[src/rtl/axi_chan_stream_arbiter.sv]
// axi_chan_stream_arbiter
//   Shares one AXI4-Stream master port between N_CH packet sources (the
//   AR/AW/R/W/B snoop encoders). Grants are packet-atomic round-robin, the
//   winning source index is carried on m_tdest, chan_en gates new grants only,
//   and a beat watchdog forces tlast after MAX_BEATS beats (flagging err_trunc).
// Ports
//   aclk, aresetn        clock (rising edge) and async active-low reset
//   chan_en              per-channel grant enable
//   s_tvalid/s_tready/s_tdata/s_tlast   per-channel slave streams
//   m_tvalid/m_tready/m_tdata/m_tlast/m_tdest   shared master stream
//   err_trunc, err_clr   sticky truncation flag and its synchronous clear
module axi_chan_stream_arbiter #(
  parameter int N_CH      = 5,
  parameter int DATA_W    = 32,
  parameter int ID_W      = 3,
  parameter int MAX_BEATS = 256
) (
  input  logic                     aclk,
  input  logic                     aresetn,
  input  logic [N_CH-1:0]          chan_en,
  input  logic [N_CH-1:0]          s_tvalid,
  output logic [N_CH-1:0]          s_tready,
  input  logic [N_CH*DATA_W-1:0]   s_tdata,
  input  logic [N_CH-1:0]          s_tlast,
  output logic                     m_tvalid,
  input  logic                     m_tready,
  output logic [DATA_W-1:0]        m_tdata,
  output logic                     m_tlast,
  output logic [ID_W-1:0]          m_tdest,
  output logic                     err_trunc,
  input  logic                     err_clr
);

  localparam int CNT_W = (MAX_BEATS > 1) ? $clog2(MAX_BEATS) : 1;
  localparam logic [CNT_W-1:0] CNT_LAST = CNT_W'(MAX_BEATS - 1);

  localparam logic [0:0] ST_IDLE = 1'b0;
  localparam logic [0:0] ST_BUSY = 1'b1;

  logic [0:0]        state_q, state_d;
  logic [ID_W-1:0]   grant_q, grant_d;
  logic [ID_W-1:0]   last_q, last_d;
  logic [CNT_W-1:0]  cnt_q, cnt_d;
  logic [DATA_W-1:0] data_q, data_d;
  logic              err_q, err_d;

  logic [N_CH-1:0]   eligible_s;
  logic              found_s;
  logic [ID_W-1:0]   pick_s;
  logic              sel_valid_s;
  logic              sel_last_s;
  logic [DATA_W-1:0] sel_data_s;
  logic              busy_s;
  logic              forced_s;
  logic              beat_s;
  logic              trunc_s;

  assign eligible_s = s_tvalid & chan_en;
  assign busy_s     = (state_q == ST_BUSY);
  assign forced_s   = (cnt_q == CNT_LAST);

  // Round-robin pick: first eligible channel scanning from last_grant+1 with wrap.
  always_comb begin
    int idx;
    idx     = 0;
    found_s = 1'b0;
    pick_s  = '0;
    for (int k = 1; k <= N_CH; k++) begin
      idx = (int'(last_q) + k) % N_CH;
      if (!found_s && eligible_s[idx]) begin
        found_s = 1'b1;
        pick_s  = ID_W'(idx);
      end else begin
        found_s = found_s;
      end
    end
  end

  // Source mux driven from the registered grant.
  always_comb begin
    sel_valid_s = 1'b0;
    sel_last_s  = 1'b0;
    sel_data_s  = '0;
    for (int i = 0; i < N_CH; i++) begin
      if (grant_q == ID_W'(i)) begin
        sel_valid_s = s_tvalid[i];
        sel_last_s  = s_tlast[i];
        sel_data_s  = s_tdata[i*DATA_W +: DATA_W];
      end else begin
        sel_valid_s = sel_valid_s;
      end
    end
  end

  // Only the granted source sees m_tready, and only while a packet is open.
  always_comb begin
    s_tready = '0;
    for (int i = 0; i < N_CH; i++) begin
      if (busy_s && (grant_q == ID_W'(i))) begin
        s_tready[i] = m_tready;
      end else begin
        s_tready[i] = 1'b0;
      end
    end
  end

  // In IDLE the data/dest outputs keep the last value shown during BUSY.
  assign m_tvalid  = busy_s & sel_valid_s;
  assign m_tlast   = busy_s & (sel_last_s | forced_s);
  assign m_tdata   = busy_s ? sel_data_s : data_q;
  assign m_tdest   = grant_q;
  assign err_trunc = err_q;

  assign beat_s  = m_tvalid & m_tready;
  // The watchdog closed a packet whose source had not reached its own tlast.
  assign trunc_s = beat_s & forced_s & ~sel_last_s;

  // Next-state logic for the grant FSM, beat counter, held data and error flag.
  always_comb begin
    state_d = state_q;
    grant_d = grant_q;
    last_d  = last_q;
    cnt_d   = cnt_q;
    data_d  = data_q;
    case (state_q)
      ST_IDLE: begin
        if (found_s) begin
          state_d = ST_BUSY;
          grant_d = pick_s;
          last_d  = pick_s;
          cnt_d   = '0;
        end else begin
          state_d = ST_IDLE;
        end
      end
      ST_BUSY: begin
        data_d = sel_data_s;
        if (beat_s && m_tlast) begin
          state_d = ST_IDLE;
          cnt_d   = '0;
        end else if (beat_s) begin
          cnt_d = cnt_q + CNT_W'(1);
        end else begin
          cnt_d = cnt_q;
        end
      end
      default: begin
        state_d = ST_IDLE;
        cnt_d   = '0;
      end
    endcase

    // A truncation in the same cycle as err_clr keeps the flag set.
    if (trunc_s) begin
      err_d = 1'b1;
    end else if (err_clr) begin
      err_d = 1'b0;
    end else begin
      err_d = err_q;
    end
  end

  // State registers; channel 0 has first priority after reset.
  always_ff @(posedge aclk or negedge aresetn) begin
    if (!aresetn) begin
      state_q <= ST_IDLE;
      grant_q <= '0;
      last_q  <= ID_W'(N_CH - 1);
      cnt_q   <= '0;
      data_q  <= '0;
      err_q   <= 1'b0;
    end else begin
      state_q <= state_d;
      grant_q <= grant_d;
      last_q  <= last_d;
      cnt_q   <= cnt_d;
      data_q  <= data_d;
      err_q   <= err_d;
    end
  end

endmodule
[config.mk]
export PLATFORM = sky130hd
export DESIGN_NAME = axi_chan_stream_arbiter
export DESIGN_NICKNAME = d
export VERILOG_FILES = /design/src/rtl/axi_chan_stream_arbiter.sv
export SDC_FILE = /design/constraint.sdc
export NUM_CORES = 1
export LEC_CHECK = 0
export CORE_ASPECT_RATIO = 1.25
export CORE_UTILIZATION = 46
export CTS_CLUSTER_SIZE = 16
export DETAILED_ROUTE_END_ITERATION = 8
export PLACE_DENSITY = 0.94
export SYNTH_ARGS = -nofsm -noshare
export SYNTH_HDL_FRONTEND = slang
export SYNTH_SLANG_ARGS = --single-unit
[constraint.sdc]
create_clock -name aclk -period 6.8 [get_ports aclk]
set_input_delay 1.36 -clock aclk [delete_from_list [all_inputs] [get_ports aclk]]
set_output_delay 1.36 -clock aclk [all_outputs]
set_load 0.005 [all_outputs]
# Yosys cells after proc, flatten, opt, wreduce, memory -nomap -nowiden
# Cells that the tools add are included.
[op_classes]
add_sub_neg = 6
div = 5
n_lt_le_gt_ge = 5
n_eq_ne = 7
mux = 55
bitwise_logic = 9
reduce_logical = 18
[op_table]
columns = ["op", "count"]
rows = [
  ["two-way mux 32 bit", 6],
  ["less-than comparator 32 x 5 -> 1 bit (second input constant)", 5],
  ["modulo 32 x 4 -> 32 bit (second input constant)", 5],
  ["two-way mux 1 bit", 34],
  ["two-way mux 8 bit", 3],
  ["one-hot mux 8 bit (2 select lines)", 1],
  ["binary-select mux 1 bit (select 3 bit)", 5],
  ["two-way mux 3 bit", 5],
  ["logical AND 1 bit", 10],
  ["adder 3 x 2 -> 4 bit (second input constant)", 2],
  ["adder 3 x 3 -> 4 bit (second input constant)", 2],
  ["adder 8 x 1 -> 8 bit (second input constant)", 1],
  ["== test 8 bit (second input constant)", 1],
  ["== test 3 x 2 -> 1 bit (second input constant)", 2],
  ["AND 1 bit", 5],
  ["AND 5 bit", 1],
  ["adder 3 x 1 -> 4 bit (second input constant)", 1],
  ["zero test 1 bit", 4],
  ["AND reduction 2 bit", 2],
  ["== test 3 x 1 -> 1 bit (second input constant)", 1],
  ["== test 3 bit (second input constant)", 1],
  ["zero test 3 bit", 1],
  ["!= test 3 x 1 -> 1 bit (second input constant)", 1],
  ["!= test 2 bit (second input constant)", 1],
  ["4 further kinds", 5],
]
[word_totals]
ff_bits = 48
output_inout_bits = 43
elab_cells = 111

# Logic depth before layout (Yosys ltp)
[logic_depth]
ltp_word = 20
depth_mapped = 18
ltp_nobuf = 16

# Worst setup path before layout
# OpenSTA, ideal clock, no wires.
[synth_timing]
kind = "register to register"
start = "register, netlist name m_tdest[0]"
end = "register grant_q[2], in the netlist m_tdest[2]"
setup_time_ns = 0.145
arrival_ns = 4.329
setup_slack_ns = 2.325
stages_incl_launch_ff = 18
path_buffers = 2
synth_period_minus_slack_ns = 4.475
cell_sequence = "dfrtp_1 -> clkbuf_1 -> clkinv_1 -> ha_1 -> buf_2 -> clkinv_1 -> ha_1 -> inv_1 -> ha_1 -> nand2b_1 -> o211a_1 -> a31o_2 -> xnor2_1 -> a2111oi_1 -> a211oi_2 -> nor4b_4 -> nor4b_1 -> a221oi_1"
[synth_rtl]
columns = ["element", "line_no", "text"]
rows = [
  ["end signal, assigned", "174", "grant_q <= grant_d;"],
  ["end, declared", "41", "logic [ID_W-1:0] grant_q, grant_d;"],
]

# Worst setup path in the final report
[layout_timing]
start = "register grant_q[0], in the netlist m_tdest[0]"
end = "output port m_tdata[17]"
[layout_via]
elab_chain_cells = 7
[layout_lines]
columns = ["element", "line_no", "text"]
rows = [
  ["zero test 3 bit", "85", "if (grant_q == ID_W'(i)) begin"],
  ["two-way mux 32 bit (4 in a row)", "85", ""],
  ["two-way mux 32 bit *", "85", ""],
  ["two-way mux 32 bit *", "--", ""],
  ["end, declared", "27", "output logic [DATA_W-1:0] m_tdata,"],
]
# Mark *: on every way between the ends. The rest lies on a longest branch, timed or not.

==> results.md <==
- Status: completed
- CP max stage cell: dfrtp_1
- Power Total: between 3000 and 4000 uW
- Leak Pwr: approximately 0.0028 uW
- Die width: 92.3 um
- Worst path max stage delay: 0.98 ns
- Pwr Density: between 500 and 600 nW/um^2
- Switching power: between 1500 and 2000 uW
- Die area: roughly 11000 sq um
- VDD IR max: between 0.3 and 0.4 mV
- Combinational power share: 0.789
- Final Cycle Share: 0.829
- CP Class: register to output pin
- Post-route ant nets: 0
- Cell Count, Final, Fillers Out: 903
- Delay-heaviest family, CP: buffers and inverters
- RSZ-0062 raised after global routing: false
- WL per Instance: 20.4 um
- Largest net degree at the start of global routing: 83
- Worst path cell trace: clkinv_1 -> buf_4 -> ha_1 -> nand2b_2 -> buf_4 -> nor2_1 -> a211oi_1 -> a221oi_1 -> a21oi_1 -> clkdlybuf4s50_1
- Final wirelength: approximately 18000 um
- Core area: between 9000 and 10000 sq um
- Post-synthesis sequential area ratio: 0.246
- Sw Share: 0.489
- Worst Path Buf+Inv: 4
- Setup TNS: 0 ns
- Highest clock rate: about 180 MHz
- DRC Markers: 0
- Netlist cell types: 78
- Clock period minus worst slack: 5.63 ns
- Least-Margin Pin Slew: around 1 ns
- Ys async rst share: 1.00
- Number of port buffers: roughly 220
- Clock Path Buffers: 2
- Area growth syn-to-layout: 51.0%
- Vias per inst: between 6 and 7
- CP Data Required Time: between 5 and 6 ns
- H-tree Lvls: 2
- Yosys warnings: 0
- Rows: 40
- Gpl congestion: a little under 1
- Clk pwr share: 0.077
- Cts repair resizes: 0
- Yosys reg bits: 46
- Final nets: between 900 and 1000
- Hold Violations, Final: 0
- Top cell by count, worst path: buf_4
- Hold-fix buffers, CTS: 0
- Max-Cap Viols: 0
- Insertion delay to the later sink of the worst-skew pair: about 0.29 ns
- Post-CTS Setup Inserts: 0
- Most used flip-flop cell after synthesis: dfrtp_1
- Total grt overflow: 0
- Slew headroom: 0.349
- GRT Overall Usage: 0.344
- Average size of a mapped cell: around 7.9 sq um
- Synthesized netlist cell count: approximately 590
- Post-synth EDFFs: 0
- Root Buffer: clkbuf_16
- Crit path DAT: ~4.3 ns
- Top Ports: roughly 220
- Clock sinks: 46
- Total CTS buffers: 5
- DP HPWL: about 14000 um
- Initial core utilization: 0.480
- Final core utilization: 0.725
- Setup violators final: 0
- 1st-iter DRT viols: between 300 and 400
- Hold WC Path Type: register to register
- Fillers: 740
- CTS tree: yes
- Clock transition at the registers of the reported paths: 0.07 ns
- Syn_nets: about 800
- Fraction of layout cells with a size suffix above 1: 0.0606
- Placed insts: approximately 890
- Maximum fanout along the worst path: 36
- DR vias: approximately 5700
- Startpoint types: register
- First-pass DRT Iterations: 5
- First-pass GRT wire length: 28500 um
- Share of power burned in registers: 0.133
- Slew Limit Fails: 0
- Worst setup EP type: output pin
- Clock skew: roughly 0.0048 ns
- Initial antenna violation count: 2
- Vias in the first global route: ~5700
- Die Y: about 110 um
- Pint: 1910 uW
- Synthesized cell area: 4690 sq um
through the flow:
step,hold WS [ns],cell area [sq um],worst slack (ns)
final,0.538,7080,1.17
after global routing,0.555,7080,0.912
after CTS,0.539,7080,1.25
after detailed placement,0.524,6910,1.45
after global placement,0.512,6910,1.64
after floorplan,0.491,4690,2.33
synth_stat cells, types with 11 or more instances:
library cell / instances / area share
nor2_1: 94 / 0.075
a21oi_1: 46 / 0.049
dfrtp_1: 45 / 0.24
a221oi_1: 39 / 0.073
clkbuf_1: 39 / 0.031
a211oi_1: 37 / 0.059
a22oi_1: 36 / 0.058
ha_1: 26 / 0.069
nand2_1: 22 / 0.018
inv_1: 17 / 0.014
o21ai_0: 17 / 0.018
nand2b_1: 11 / 0.015
path summary, 6_finish.rpt:
kind                                         from                endpoint  slack [ns]  cells past startpoint
min in group asynchronous                 aresetn    data_q[10]$_DFF_PN0_        1.17                      2
max reg2reg                m_tdest[0]$_DFFE_PN0P_  m_tdest[2]$_DFFE_PN0P_        1.30                     15
max in group asynchronous                 aresetn        busy_s$_DFF_PN0_        5.17                      2
min reg2reg                 err_trunc$_DFFE_PN0P_   err_trunc$_DFFE_PN0P_        0.54                      2
min                         err_trunc$_DFFE_PN0P_   err_trunc$_DFFE_PN0P_        0.54                      2
max                        m_tdest[0]$_DFFE_PN0P_             m_tdata[17]        1.17                     10
worst reg2reg max path: stages, from the launching register on:
cell and delay [ns]:
dfrtp_1 0.98, clkinv_1 0.24, ha_1 0.74, clkinv_1 0.41, ha_1 0.30, inv_1 0.06
ha_1 0.23, nand2b_1 0.16, o211a_1 0.23, a31o_2 0.23, xnor2_1 0.17, a2111oi_1 0.44
a211oi_2 0.15, nor4b_4 0.46, nor4b_1 0.45, a221oi_1 0.10
sequential cells by signal, summed over array words and instances, names as in the netlist:
register   count
data_q        32
cnt_q          8
m_tdest        3
busy_s         1
err_trunc      1
last_q         1
routing by layer:
layer	global-route usage	routed length, um
met4	0.163	796
met5	0	8
met3	0.116	1950
met1	0.379	6880
met2	0.596	8790
cell usage in the layout (no fill, tap or decap), drive strengths merged, types with 8 or more instances in the layout:
cell,synthesis,final
nand3,8,8
a211oi,39,39
nand2,23,23
and3,10,10
nand2b,11,11
a22oi,36,36
a221oi,39,39
o21ai,19,19
nor3,9,9
clkdlybuf4s50,0,220
mux2i,9,9
dfrtp,45,45
ha,26,26
a21oi,47,47
nor2b,8,8
nor2,94,94
buf,15,9
inv,18,19
cell type report:
cell class                      count  area (sq um)  area share
Antenna cell                        1          2.50    0.000353
Sequential cell                    46          1150       0.163
Tap cell                          126           158      0.0223
Timing Repair Buffer              229          2270       0.320
Clock buffer                        5           125      0.0177
Clock inverter                      3          43.8     0.00619
Inverter                           20          75.1      0.0106
Multi-Input combinational cell    473          3250       0.460
logic make-up (layout without fill, tap and decap cells):
| kind of cell | count (synthesis) | in the layout | share of synthesized area |
|---|---|---|---|
| fa+ha+maj | 28 | 28 | 0.0761 |
| buf+inv | 74 | 257 | 0.0638 |
| compound gates | 234 | 234 | 0.366 |
| xor+xnor | 9 | 9 | 0.0232 |
| flops | 46 | 46 | 0.246 |
| mux | 12 | 12 | 0.0272 |
| simple gates | 190 | 190 | 0.198 |
| other cells | 0 | 1 | 0 |
power by group through the flow:
| stage | clock network, uW | registers [uW] | logic [uW] |
|---|---|---|---|
| after CTS | 292 | 497 | 2900 |
| after global placement | 0 | 493 | 2780 |
| final | 289 | 498 | 2950 |
| after detailed placement | 0 | 501 | 2870 |
| after global routing | 300 | 510 | 3180 |
| after floorplan | 0 | 451 | 1920 |
No activity file was read; power rests on OpenSTA's default activity.
